$ cat config.mk
export PLATFORM = sky130hd
export DESIGN_NAME = gps_spi_packer
export DESIGN_NICKNAME = d
export VERILOG_FILES = /design/src/rtl/gps_bridge_pkg.sv /design/src/rtl/gps_frame_fifo.sv /design/src/rtl/gps_spi_packer.sv
export SDC_FILE = /design/constraint.sdc
export NUM_CORES = 1
export LEC_CHECK = 0
export ABC_AREA = 1
export BUFFER_PORTS_ARGS = -buffer_cell sky130_fd_sc_hd__buf_2
export CAP_MARGIN = 20
export CORE_MARGIN = 3
export CORE_UTILIZATION = 30
export CTS_BUF_LIST = sky130_fd_sc_hd__clkbuf_8
export DETAILED_ROUTE_END_ITERATION = 16
export GPL_ROUTABILITY_DRIVEN = 0
export SLEW_MARGIN = 30
export SYNTH_ARGS = -nofsm -noshare
export SYNTH_HDL_FRONTEND = slang
export SYNTH_SLANG_ARGS = --single-unit
export TNS_END_PERCENT = 1
$ cat constraint.sdc
create_clock -name MCU_CLK_25_000 -period 7.6 [get_ports MCU_CLK_25_000]
set_input_delay 0 -clock MCU_CLK_25_000 [delete_from_list [all_inputs] [get_ports MCU_CLK_25_000]]
set_output_delay 0 -clock MCU_CLK_25_000 [all_outputs]
set_load 0.005 [all_outputs]
$ cat src/rtl/gps_bridge_pkg.sv
// Shared constants for the GPS sample to SPI bridge: shifter state codes,
// sample bit positions and frame sizing.
package gps_bridge_pkg;

  localparam logic [2:0] ST_IDLE     = 3'd0;
  localparam logic [2:0] ST_LOAD     = 3'd1;
  localparam logic [2:0] ST_SHIFT_LO = 3'd2;
  localparam logic [2:0] ST_SHIFT_HI = 3'd3;
  localparam logic [2:0] ST_HOLD     = 3'd4;
  localparam logic [2:0] ST_GAP      = 3'd5;

  localparam int BIT_I0 = 0;
  localparam int BIT_I1 = 1;
  localparam int BIT_Q0 = 2;
  localparam int BIT_Q1 = 3;

  function automatic int frame_bits(input int nbits, input int spf);
    return nbits * spf;
  endfunction

endpackage

$ cat src/rtl/gps_frame_fifo.sv
// Show-ahead synchronous frame FIFO; a push into a full FIFO succeeds when a
// pop happens in the same cycle.
module gps_frame_fifo #(
  parameter int WIDTH = 16,
  parameter int DEPTH = 2
) (
  input  logic             clk,
  input  logic             rst_n,
  input  logic             push,
  input  logic             pop,
  input  logic [WIDTH-1:0] din,
  output logic [WIDTH-1:0] dout,
  output logic             full,
  output logic             empty
);
  localparam int AW = (DEPTH > 1) ? $clog2(DEPTH) : 1;

  logic [WIDTH-1:0] mem [DEPTH];
  logic [AW:0]      wr_ptr, rd_ptr;
  logic             do_push, do_pop;

  // Extra pointer MSB distinguishes full from empty when the indices match.
  assign empty   = (wr_ptr == rd_ptr);
  assign full    = (wr_ptr[AW] != rd_ptr[AW]) && (wr_ptr[AW-1:0] == rd_ptr[AW-1:0]);
  assign do_pop  = pop && !empty;
  assign do_push = push && (!full || do_pop);
  assign dout    = mem[rd_ptr[AW-1:0]];

  always_ff @(posedge clk) begin
    if (!rst_n) begin
      wr_ptr <= '0;
      rd_ptr <= '0;
    end else begin
      if (do_push) begin
        mem[wr_ptr[AW-1:0]] <= din;
        wr_ptr              <= wr_ptr + 1'b1;
      end
      if (do_pop) rd_ptr <= rd_ptr + 1'b1;
    end
  end

endmodule

$ cat src/rtl/gps_spi_packer.sv
// Packs GPS ADC samples into frames and streams them to an MCU as SPI mode 0
// with registered SCK/SS/MOSI; drops whole frames (sticky OVERRUN) when the FIFO is full.
module gps_spi_packer
  import gps_bridge_pkg::*;
#(
  parameter int NBITS             = 4,
  parameter int SAMPLES_PER_FRAME = 4,
  parameter int FIFO_DEPTH        = 2,
  parameter int SS_GAP_CYCLES     = 2
) (
  input  logic             MCU_CLK_25_000,
  input  logic             RESET_N,
  input  logic [NBITS-1:0] GPS_SAMPLE,
  input  logic             DATAREADY,
  output logic             MCU_SCK,
  output logic             MCU_SS,
  output logic             MCU_MOSI,
  output logic             OVERRUN,
  output logic             BUSY
);
  localparam int FB = frame_bits(NBITS, SAMPLES_PER_FRAME);
  localparam int CW = (SAMPLES_PER_FRAME > 1) ? $clog2(SAMPLES_PER_FRAME) : 1;
  localparam int BW = (FB > 1) ? $clog2(FB) : 1;
  localparam int GW = (SS_GAP_CYCLES > 1) ? $clog2(SS_GAP_CYCLES) : 1;

  logic [CW-1:0] cnt;
  logic [FB-1:0] asm_q, frame_d, fifo_dout, sreg;
  logic          push, pop, full, empty;
  logic [2:0]    state;
  logic [BW-1:0] bit_idx;
  logic [GW-1:0] gap_cnt;

  // Sample n lands at bits [n*NBITS +: NBITS] so the frame shifts out LSB first.
  always_comb begin
    frame_d = asm_q;
    frame_d[int'(cnt)*NBITS +: NBITS] = GPS_SAMPLE;
  end

  assign push = DATAREADY && (cnt == CW'(SAMPLES_PER_FRAME - 1));
  assign pop  = (state == ST_IDLE) && !empty;
  // LOAD covers the one cycle where the frame has left the FIFO but SS is not yet low.
  assign BUSY = !MCU_SS || !empty || (state == ST_LOAD);

  gps_frame_fifo #(.WIDTH(FB), .DEPTH(FIFO_DEPTH)) u_fifo (
    .clk   (MCU_CLK_25_000),
    .rst_n (RESET_N),
    .push  (push),
    .pop   (pop),
    .din   (frame_d),
    .dout  (fifo_dout),
    .full  (full),
    .empty (empty)
  );

  always_ff @(posedge MCU_CLK_25_000) begin
    if (!RESET_N) begin
      cnt     <= '0;
      asm_q   <= '0;
      OVERRUN <= 1'b0;
    end else if (DATAREADY) begin
      asm_q <= frame_d;
      cnt   <= push ? '0 : cnt + 1'b1;
      if (push && full && !pop) OVERRUN <= 1'b1;
    end
  end

  // Pins are registered from the current state, so they trail the state by one cycle.
  always_ff @(posedge MCU_CLK_25_000) begin
    if (!RESET_N) begin
      state    <= ST_IDLE;
      sreg     <= '0;
      bit_idx  <= '0;
      gap_cnt  <= '0;
      MCU_SCK  <= 1'b0;
      MCU_SS   <= 1'b1;
      MCU_MOSI <= 1'b0;
    end else begin
      MCU_SCK <= 1'b0;
      MCU_SS  <= 1'b0;
      case (state)
        ST_IDLE: begin
          MCU_SS   <= 1'b1;
          MCU_MOSI <= 1'b0;
          if (!empty) begin
            sreg    <= fifo_dout;
            bit_idx <= '0;
            state   <= ST_LOAD;
          end
        end
        ST_LOAD: begin
          MCU_MOSI <= sreg[0];
          state    <= ST_SHIFT_HI;
        end
        ST_SHIFT_HI: begin
          MCU_SCK <= 1'b1;
          if (bit_idx == BW'(FB - 1)) begin
            state <= ST_HOLD;
          end else begin
            bit_idx <= bit_idx + 1'b1;
            sreg    <= sreg >> 1;
            state   <= ST_SHIFT_LO;
          end
        end
        ST_SHIFT_LO: begin
          MCU_MOSI <= sreg[0];
          state    <= ST_SHIFT_HI;
        end
        ST_HOLD: begin
          gap_cnt <= '0;
          state   <= ST_GAP;
        end
        ST_GAP: begin
          MCU_SS   <= 1'b1;
          MCU_MOSI <= 1'b0;
          if (gap_cnt == GW'(SS_GAP_CYCLES - 1)) state <= ST_IDLE;
          else gap_cnt <= gap_cnt + 1'b1;
        end
        default: begin
          MCU_SS   <= 1'b1;
          MCU_MOSI <= 1'b0;
          state    <= ST_IDLE;
        end
      endcase
    end
  end

endmodule

==> metrics.txt, run 1 <==
# TYPE chip_impl_metric gauge
chip_impl_info{name="outcome",value="completed"} 1
chip_impl_metric{name="synthDistinctLibCells",unit=""} 28
chip_impl_metric{name="layout_worst_path_cycle_share",unit=""} 0.254
chip_impl_info{name="post-synth-top-area-cell",value="sky130_fd_sc_hd__dfxtp_1"} 1
chip_impl_metric{name="cts.htree.levels",unit=""} 3
chip_impl_info{name="timing.critical_path.to_type",value="flip-flop"} 1
chip_impl_metric{name="die_y",unit="um"} 118
chip_impl_metric{name="dpl-instance-area",unit="mm2"} 0.00394
chip_impl_metric{name="cts_resized",unit=""} 0
chip_impl_metric{name="internal_power",unit="uW"} 719
chip_impl_metric{name="synth-seq-area-share",unit=""} 0.528
chip_impl_metric{name="portBuffers",unit=""} 11
chip_impl_metric{name="power.density_cell_area",unit="mW/mm2"} 269
chip_impl_metric{name="max_freq",unit="MHz"} 518
chip_impl_metric{name="dp_hpwl",unit="mm"} 5.12
chip_impl_info{name="worstHoldPathType",value="input port to flip-flop"} 1
chip_impl_metric{name="number_of_buffers_created_by_cts",unit=""} 9
chip_impl_info{name="final_common_cell",value="sky130_fd_sc_hd__nand2_1"} 1
chip_impl_info{name="start_kind",value="flip-flop"} 1
chip_impl_metric{name="pwr-share-clk",unit=""} 0.252
chip_impl_metric{name="finalClockSkew",unit="ns"} 0.00808
chip_impl_metric{name="core",unit="mm2"} 0.0121
chip_impl_metric{name="detail_route.drc_violations",unit=""} 0
chip_impl_metric{name="post_synth.cell_area_avg",unit="um2"} 7.73
chip_impl_metric{name="vias_per_cell",unit=""} 4.42
chip_impl_metric{name="worst_skew_pair.late_latency",unit="ns"} 0.35
chip_impl_metric{name="report.final.setup_viol",unit=""} 0
chip_impl_info{name="timing.critical_path.max_delay_family",value="flip-flops"} 1
chip_impl_metric{name="diodes",unit=""} 0
chip_impl_metric{name="cts-root-to-sink-buffers",unit=""} 2
chip_impl_metric{name="number_of_global_route_vias_before_repair",unit=""} 2849
chip_impl_metric{name="postRouteAntennaNets",unit=""} 0
chip_impl_metric{name="post_route_core_utilization",unit=""} 0.339
chip_impl_metric{name="pwr-share-seq",unit=""} 0.475
chip_impl_metric{name="timing.critical_path.required",unit="ns"} 7.69
chip_impl_metric{name="ys_ff_latch",unit=""} 83
chip_impl_metric{name="layout-drive-gt1-share",unit=""} 0.0788
chip_impl_metric{name="holdWs",unit="ns"} 0.0557
chip_impl_metric{name="max_slew.worst_pin.slew",unit="ns"} 0.879
chip_impl_metric{name="gr-usage-all-layers",unit=""} 0.113
chip_impl_metric{name="fin_nets",unit=""} 503
chip_impl_metric{name="crit_arrival",unit="ns"} 2.02
chip_impl_metric{name="finalWorstSetupSlack",unit="ns"} 5.67
chip_impl_metric{name="initial_utilization",unit=""} 0.310
chip_impl_metric{name="clock_sink_count",unit=""} 83
chip_impl_metric{name="holdBufCountCts",unit=""} 0
chip_impl_info{name="crit_path_frequent_cell",value="sky130_fd_sc_hd__inv_1"} 1
chip_impl_metric{name="cell_leakage_power",unit="uW"} 0.00185
chip_impl_info{name="rsz0062_at_grt",value="false"} 1
chip_impl_metric{name="max-slew-margin-rel",unit=""} 0.413
chip_impl_info{name="crit_path_cell_trace",value="inv_1 > ha_1 > inv_1 > nand4_1 > o21ai_0"} 1
chip_impl_metric{name="hold_violations",unit=""} 0
chip_impl_metric{name="die_w",unit="um"} 118
chip_impl_metric{name="average_wire_per_standard_cell",unit="um"} 11.3
chip_impl_metric{name="postSynthCellCount",unit=""} 485
chip_impl_metric{name="synth_nets",unit=""} 498
chip_impl_info{name="top_post_synthesis_cells_by_area",value="sky130_fd_sc_hd__dfxtp_1, sky130_fd_sc_hd__edfxtp_1, sky130_fd_sc_hd__nand2_1, sky130_fd_sc_hd__nor2_1, sky130_fd_sc_hd__inv_1"} 1
chip_impl_metric{name="dieArea",unit="mm2"} 0.0139
chip_impl_metric{name="worstPathMaxFanout",unit=""} 9
chip_impl_metric{name="dr_total_vias",unit=""} 2930
chip_impl_metric{name="cp_num_buf_inv",unit=""} 2
chip_impl_metric{name="pre_cts_ws",unit="ns"} 5.71
chip_impl_metric{name="setup_total_neg_slack",unit="ns"} 0
chip_impl_metric{name="flow.area_growth_from_synthesis",unit="%"} 9.44
chip_impl_metric{name="post_cts_buffers",unit=""} 0
chip_impl_info{name="most-common-layout-cells",value="sky130_fd_sc_hd__nand2_1, sky130_fd_sc_hd__nor2_1, sky130_fd_sc_hd__inv_1"} 1
chip_impl_metric{name="syn_area",unit="mm2"} 0.00375
chip_impl_metric{name="combinational_cell_fraction_of_total_power",unit=""} 0.273
chip_impl_info{name="worst_setup_path_category",value="flip-flop to flip-flop"} 1
chip_impl_metric{name="drv_slew",unit=""} 0
chip_impl_metric{name="final_cell_area",unit="mm2"} 0.00411
chip_impl_metric{name="final.min_clock_period",unit="ns"} 1.93
chip_impl_metric{name="critical_path.max_stage_delay",unit="ns"} 0.48
chip_impl_metric{name="initial_antenna_violation_count",unit=""} 0
chip_impl_metric{name="total_i_o_pin_count",unit=""} 12
chip_impl_metric{name="rows",unit=""} 40
chip_impl_metric{name="total_wirelength",unit="mm"} 7.51
chip_impl_metric{name="clkSlewWorstSetupHoldPaths",unit="ns"} 0.08
chip_impl_metric{name="drt_iter0_markers",unit=""} 133
chip_impl_metric{name="vdd_ir_drop_max",unit="V"} 0.000145
chip_impl_metric{name="power.switching",unit="uW"} 387
chip_impl_metric{name="max_cap_violation_count",unit=""} 0
chip_impl_metric{name="synth_top_cell_area_share",unit=""} 0.272
chip_impl_metric{name="yosys_warnings",unit=""} 0
chip_impl_info{name="crit_slowest_cell",value="sky130_fd_sc_hd__dfxtp_1"} 1
chip_impl_info{name="cts_root_buffer",value="sky130_fd_sc_hd__clkbuf_8"} 1
chip_impl_metric{name="grt_first_pass_wirelength",unit="mm"} 13.1
chip_impl_metric{name="grt-ovfl-total",unit=""} 0
chip_impl_metric{name="switching_share",unit=""} 0.350
chip_impl_metric{name="drtPass1Iterations",unit=""} 4
chip_impl_metric{name="grt_max_degree",unit=""} 37
chip_impl_info{name="clock_tree_from_tritoncts",value="done"} 1
cells in the mapped netlist (all sizes together):
cell	count
buf	11
nand3	24
o21ai	40
a21oi	19
nand2	159
or2	1
edfxtp	32
ha	6
nand4	4
dfxtp	51
o2111ai	1
a211oi	1
nor3	1
o22ai	4
xor2	2
o211ai	1
inv	59
nor2	61
clkbuf	8
layout make-up:
type / instances / area [um2]
fillers: 1316 / 8010
flip-flops and latches: 83 / 1980
multi-input cells: 324 / 1450
inverters: 59 / 221
well taps: 168 / 210
clock buffers: 10 / 138
repair buffers: 13 / 70.1
clock inverters: 6 / 32.5
flip-flops by register name (all words and copies together), names as in the netlist, named ones only:
name           cells
cnt                2
gap_cnt            1
u_fifo.wr_ptr      2
state              3
MCU_SCK            1
MCU_SS             1
asm_q             16
MCU_MOSI           1
u_fifo.rd_ptr      2
u_fifo.mem        32
bit_idx            4
sreg              16
OVERRUN            1
metal layers:
| layer | vias up | track usage | part of all wire |
|---|---|---|---|
| li1 | 1539 | - | - |
| met1 | 1334 | 0.151 | 0.49 |
| met2 | 50 | 0.179 | 0.46 |
| met3 | 7 | 0.0332 | 0.038 |
| met4 | 0 | 0.0308 | 0.0096 |
| met5 | - | 0 | 0 |
worst paths after layout:
| path | startpoint | end | slack (ns) | cells past startpoint |
|---|---|---|---|---|
| max | cnt[0]$_SDFFE_PN0P_ | u_fifo.mem[0][8]$_DFFE_PP_ | 5.67 | 5 |
| min | DATAREADY | asm_q[12]$_SDFFE_PN0P_ | 0.06 | 3 |
| max reg2reg | cnt[0]$_SDFFE_PN0P_ | u_fifo.mem[0][8]$_DFFE_PP_ | 5.67 | 5 |
| min reg2reg | MCU_MOSI$_SDFFE_PN0N_ | MCU_MOSI$_SDFFE_PN0N_ | 0.47 | 2 |
metrics by stage:
step	instances	power, uW
2_1_floorplan	485	798
3_3_place_gp	647	828
3_5_place_dp	647	837
4_1_cts	663	1120
5_1_grt	663	1190
6_report	663	1110
worst min-delay path, delay by kind of cell:
family                 cells  cell delay (ns)
buffers and inverters      1             0.20
and+or+nand+nor            1             0.10
AOI/OAI and AO/OA          1             0.05
power by group through the flow:
stage	combinational, uW	sequential (uW)	clock, uW
after floorplan	270	528	0
after global routing	352	531	308
after detailed placement	301	536	0
after global placement	293	535	0
final	302	526	279
after CTS	306	526	288
cells by family (layout without fill, tap and decap cells):
kind of cell / after synthesis / after routing / share of synthesized area
XOR/XNOR: 2 / 2 / 0.00467
AO/OA/AOI/OAI: 66 / 66 / 0.0917
adder cells (fa/ha/maj): 6 / 6 / 0.0200
AND/OR/NAND/NOR: 250 / 250 / 0.269
flip-flops: 83 / 83 / 0.528
buffers and inverters: 78 / 88 / 0.0861
Note: power is estimated with default switching activity, not from simulation.
==> inputs of run 2 (changes only) <==
- clock period: 7.6 -> 1.7 ns (I/O delays scaled with it)
==> run 2 against run 1 <==
Design area up 6.5%. Critical path type unchanged. Die area unchanged. Non-clock buffer count up 19. Via count up 2.4%. Wire length down 1.8%. Clock power rose to 5.1 times the previous value. First-iteration DRC count up 47%. Combinational power rose to 4.9 times the previous value. Critical endpoint is now u_fifo.mem[0][2]$_DFFE_PP_. Power rose to 4.7 times the previous value. Core utilization up 2.2 points. Maximum frequency up 19%. Global-route usage down 0.23 points.
==> metrics.txt, run 2 (same netlist as run 1, synthesis figures left out) <==
# TYPE chip_impl_metric gauge
chip_impl_metric{name="max_freq",unit="MHz"} 616
chip_impl_metric{name="drtPass1Iterations",unit=""} 4
chip_impl_metric{name="timing.critical_path.required",unit="ns"} 1.92
chip_impl_metric{name="die_y",unit="um"} 118
chip_impl_metric{name="clock_sink_count",unit=""} 83
chip_impl_info{name="most-common-layout-cells",value="sky130_fd_sc_hd__nand2_1, sky130_fd_sc_hd__nor2_1, sky130_fd_sc_hd__inv_1"} 1
chip_impl_info{name="rsz0062_at_grt",value="true"} 1
chip_impl_metric{name="total_power",unit="uW"} 5230
chip_impl_metric{name="final_cell_area",unit="mm2"} 0.00437
chip_impl_info{name="clock_tree_from_tritoncts",value="done"} 1
chip_impl_metric{name="report.final.setup_viol",unit=""} 0
chip_impl_metric{name="n_fill_cell",unit=""} 1311
chip_impl_metric{name="power.density_cell_area",unit="mW/mm2"} 1200
chip_impl_info{name="top_signal_layer_used",value="met4"} 1
chip_impl_info{name="final_common_cell",value="sky130_fd_sc_hd__nand2_1"} 1
chip_impl_info{name="timing.critical_path.max_delay_family",value="buffers and inverters"} 1
chip_impl_info{name="critical_path.reg2reg.startpoint",value="cnt[0]$_SDFFE_PN0P_"} 1
chip_impl_info{name="crit_slowest_cell",value="sky130_fd_sc_hd__ha_1"} 1
chip_impl_metric{name="number_of_buffers_created_by_cts",unit=""} 9
chip_impl_info{name="crit_path_cell_trace",value="inv_1 > ha_1 > inv_1 > nand4_1 > buf_4 > o21ai_2 > buf_4"} 1
chip_impl_metric{name="hold_violations",unit=""} 0
chip_impl_metric{name="r2r_setup_slack",unit="ns"} 0.08
chip_impl_metric{name="detail_route.drc_violations",unit=""} 0
chip_impl_metric{name="portBuffers",unit=""} 11
chip_impl_metric{name="crit_arrival",unit="ns"} 1.84
chip_impl_metric{name="holdBufCountCts",unit=""} 0
chip_impl_metric{name="number_of_global_route_vias_before_repair",unit=""} 2772
chip_impl_metric{name="pre_cts_ws",unit="ns"} 0.0426
chip_impl_metric{name="rows",unit=""} 40
chip_impl_metric{name="met2_wirelength",unit="mm"} 3.36
chip_impl_metric{name="hold_path_depth",unit=""} 3
chip_impl_metric{name="total_wirelength",unit="mm"} 7.38
chip_impl_info{name="timing.critical_path.to_type",value="flip-flop"} 1
chip_impl_info{name="worst_setup_path_category",value="flip-flop to flip-flop"} 1
chip_impl_metric{name="max_reg_flops",unit=""} 32
chip_impl_metric{name="critical_path.max_stage_delay",unit="ns"} 0.37
chip_impl_metric{name="worst_skew_pair.late_latency",unit="ns"} 0.35
chip_impl_metric{name="max-slew-margin-rel",unit=""} 0.639
chip_impl_metric{name="postRouteAntennaNets",unit=""} 0
chip_impl_metric{name="cts.htree.levels",unit=""} 3
chip_impl_metric{name="dieArea",unit="mm2"} 0.0139
chip_impl_metric{name="drt_iter0_markers",unit=""} 195
chip_impl_metric{name="timing.reg2reg.worst_path_depth",unit=""} 7
chip_impl_info{name="worst_setup_path_startpoint",value="cnt[0]$_SDFFE_PN0P_"} 1
chip_impl_metric{name="final-seq-area",unit="mm2"} 0.00198
chip_impl_metric{name="initial_utilization",unit=""} 0.310
chip_impl_metric{name="multi_input_comb_area",unit="mm2"} 0.00151
chip_impl_metric{name="layout-drive-gt1-share",unit=""} 0.128
chip_impl_metric{name="grt-ovfl-total",unit=""} 0
chip_impl_metric{name="grt_first_pass_wirelength",unit="mm"} 12.7
chip_impl_metric{name="cts-root-to-sink-buffers",unit=""} 2
chip_impl_metric{name="final.min_clock_period",unit="ns"} 1.62
chip_impl_metric{name="average_wire_per_standard_cell",unit="um"} 10.8
chip_impl_metric{name="core",unit="mm2"} 0.0121
chip_impl_metric{name="gr-usage-all-layers",unit=""} 0.111
chip_impl_metric{name="fin_nets",unit=""} 522
chip_impl_metric{name="drv_slew",unit=""} 0
chip_impl_metric{name="critical_path_depth",unit=""} 7
chip_impl_metric{name="vdd_ir_drop_max",unit="V"} 0.000442
chip_impl_metric{name="cp_num_buf_inv",unit=""} 4
chip_impl_info{name="cts_root_buffer",value="sky130_fd_sc_hd__clkbuf_8"} 1
chip_impl_metric{name="max_slew.worst_pin.slew",unit="ns"} 0.540
chip_impl_metric{name="dpl-instance-area",unit="mm2"} 0.00411
chip_impl_metric{name="dp_hpwl",unit="mm"} 5.06
chip_impl_metric{name="met3RoutedLength",unit="um"} 235
chip_impl_metric{name="worstPathMaxFanout",unit=""} 5
chip_impl_metric{name="flow.area_growth_from_synthesis",unit="%"} 16.5
chip_impl_metric{name="cell_leakage_power",unit="uW"} 0.00197
chip_impl_metric{name="dr_total_vias",unit=""} 3000
chip_impl_info{name="crit-reg2reg-capture",value="u_fifo.mem[0][2]$_DFFE_PP_"} 1
chip_impl_metric{name="layout_worst_path_cycle_share",unit=""} 0.955
chip_impl_info{name="start_kind",value="flip-flop"} 1
chip_impl_metric{name="grt_max_degree",unit=""} 37
chip_impl_metric{name="finalWorstSetupSlack",unit="ns"} 0.0766
chip_impl_metric{name="vias_per_cell",unit=""} 4.40
chip_impl_metric{name="initial_antenna_violation_count",unit=""} 0
chip_impl_metric{name="wl_met1",unit="mm"} 3.66
chip_impl_metric{name="total_i_o_pin_count",unit=""} 12
chip_impl_info{name="outcome",value="completed"} 1
chip_impl_metric{name="die_w",unit="um"} 118
chip_impl_info{name="setup.worst_path.end",value="u_fifo.mem[0][2]$_DFFE_PP_"} 1
chip_impl_metric{name="clkSlewWorstSetupHoldPaths",unit="ns"} 0.08
chip_impl_info{name="worstHoldPathType",value="input port to flip-flop"} 1
chip_impl_metric{name="finalClockSkew",unit="ns"} 0.0134
chip_impl_metric{name="max_cap_violation_count",unit=""} 0
chip_impl_metric{name="diodes",unit=""} 0
[run 2: layout make-up]
type                    instances  area share
flip-flops and latches         83       0.453
multi-input cells             324       0.345
repair buffers                 32      0.0572
inverters                      59      0.0507
well taps                     168      0.0481
clock buffers                  10      0.0315
clock inverters                 6      0.0146
[run 2: report_power, final]
part / switching [uW] / leakage [uW] / internal [uW]
combinational: 1000 / 0.00115 / 477
sequential: 76.6 / 0.000715 / 2250
clock: 704 / 0.000107 / 720
total: 1780 / 0.00197 / 3450
[run 2: worst min-delay path by stage]
| stage | startpoint | endpoint | slack, ns |
|---|---|---|---|
| 3_5_place_dp | MCU_SCK$_SDFF_PN0_ | MCU_SCK | 0.40 |
| 6_report | GPS_SAMPLE[3] | u_fifo.mem[1][3]$_DFFE_PP_ | 0.08 |
| 3_3_place_gp | MCU_SCK$_SDFF_PN0_ | MCU_SCK | 0.40 |
| 4_1_cts | DATAREADY | OVERRUN$_SDFFE_PN0P_ | 0.10 |
| 2_1_floorplan | MCU_SCK$_SDFF_PN0_ | MCU_SCK | 0.28 |
| 5_1_grt | GPS_SAMPLE[0] | u_fifo.mem[1][0]$_DFFE_PP_ | 0.07 |
[run 2: tightest hold or removal path, stage by stage]
cell,delay (ns)
sky130_fd_sc_hd__buf_2,0.12
sky130_fd_sc_hd__inv_1,0.06
sky130_fd_sc_hd__o21ai_2,0.07
[run 2: timing repair]
| item | CTS | global route |
|---|---|---|
| endpoints found under the hold margin | 0 | 0 |
| setup endpoints to repair | 0 | 56 |
| setup buffers | 0 | 3 |
| resized for setup | 0 | 16 |
[run 2: metal layers]
metal	vias up	global-route usage
met5	-	0
met1	1355	0.149
met2	52	0.175
met4	0	0.0484
li1	1580	-
met3	13	0.0202
[run 2: through the flow]
stage | TNS [ns] | std cells | util | hold slack, ns
after CTS | 0 | 679 | 0.356 | 0.104
after floorplan | -0.608 | 485 | - | 0.284
after global routing | -0.396 | 682 | 0.361 | 0.0696
after detailed placement | 0 | 663 | 0.339 | 0.400
final | 0 | 682 | 0.361 | 0.0777
after global placement | 0 | 663 | 0.339 | 0.399
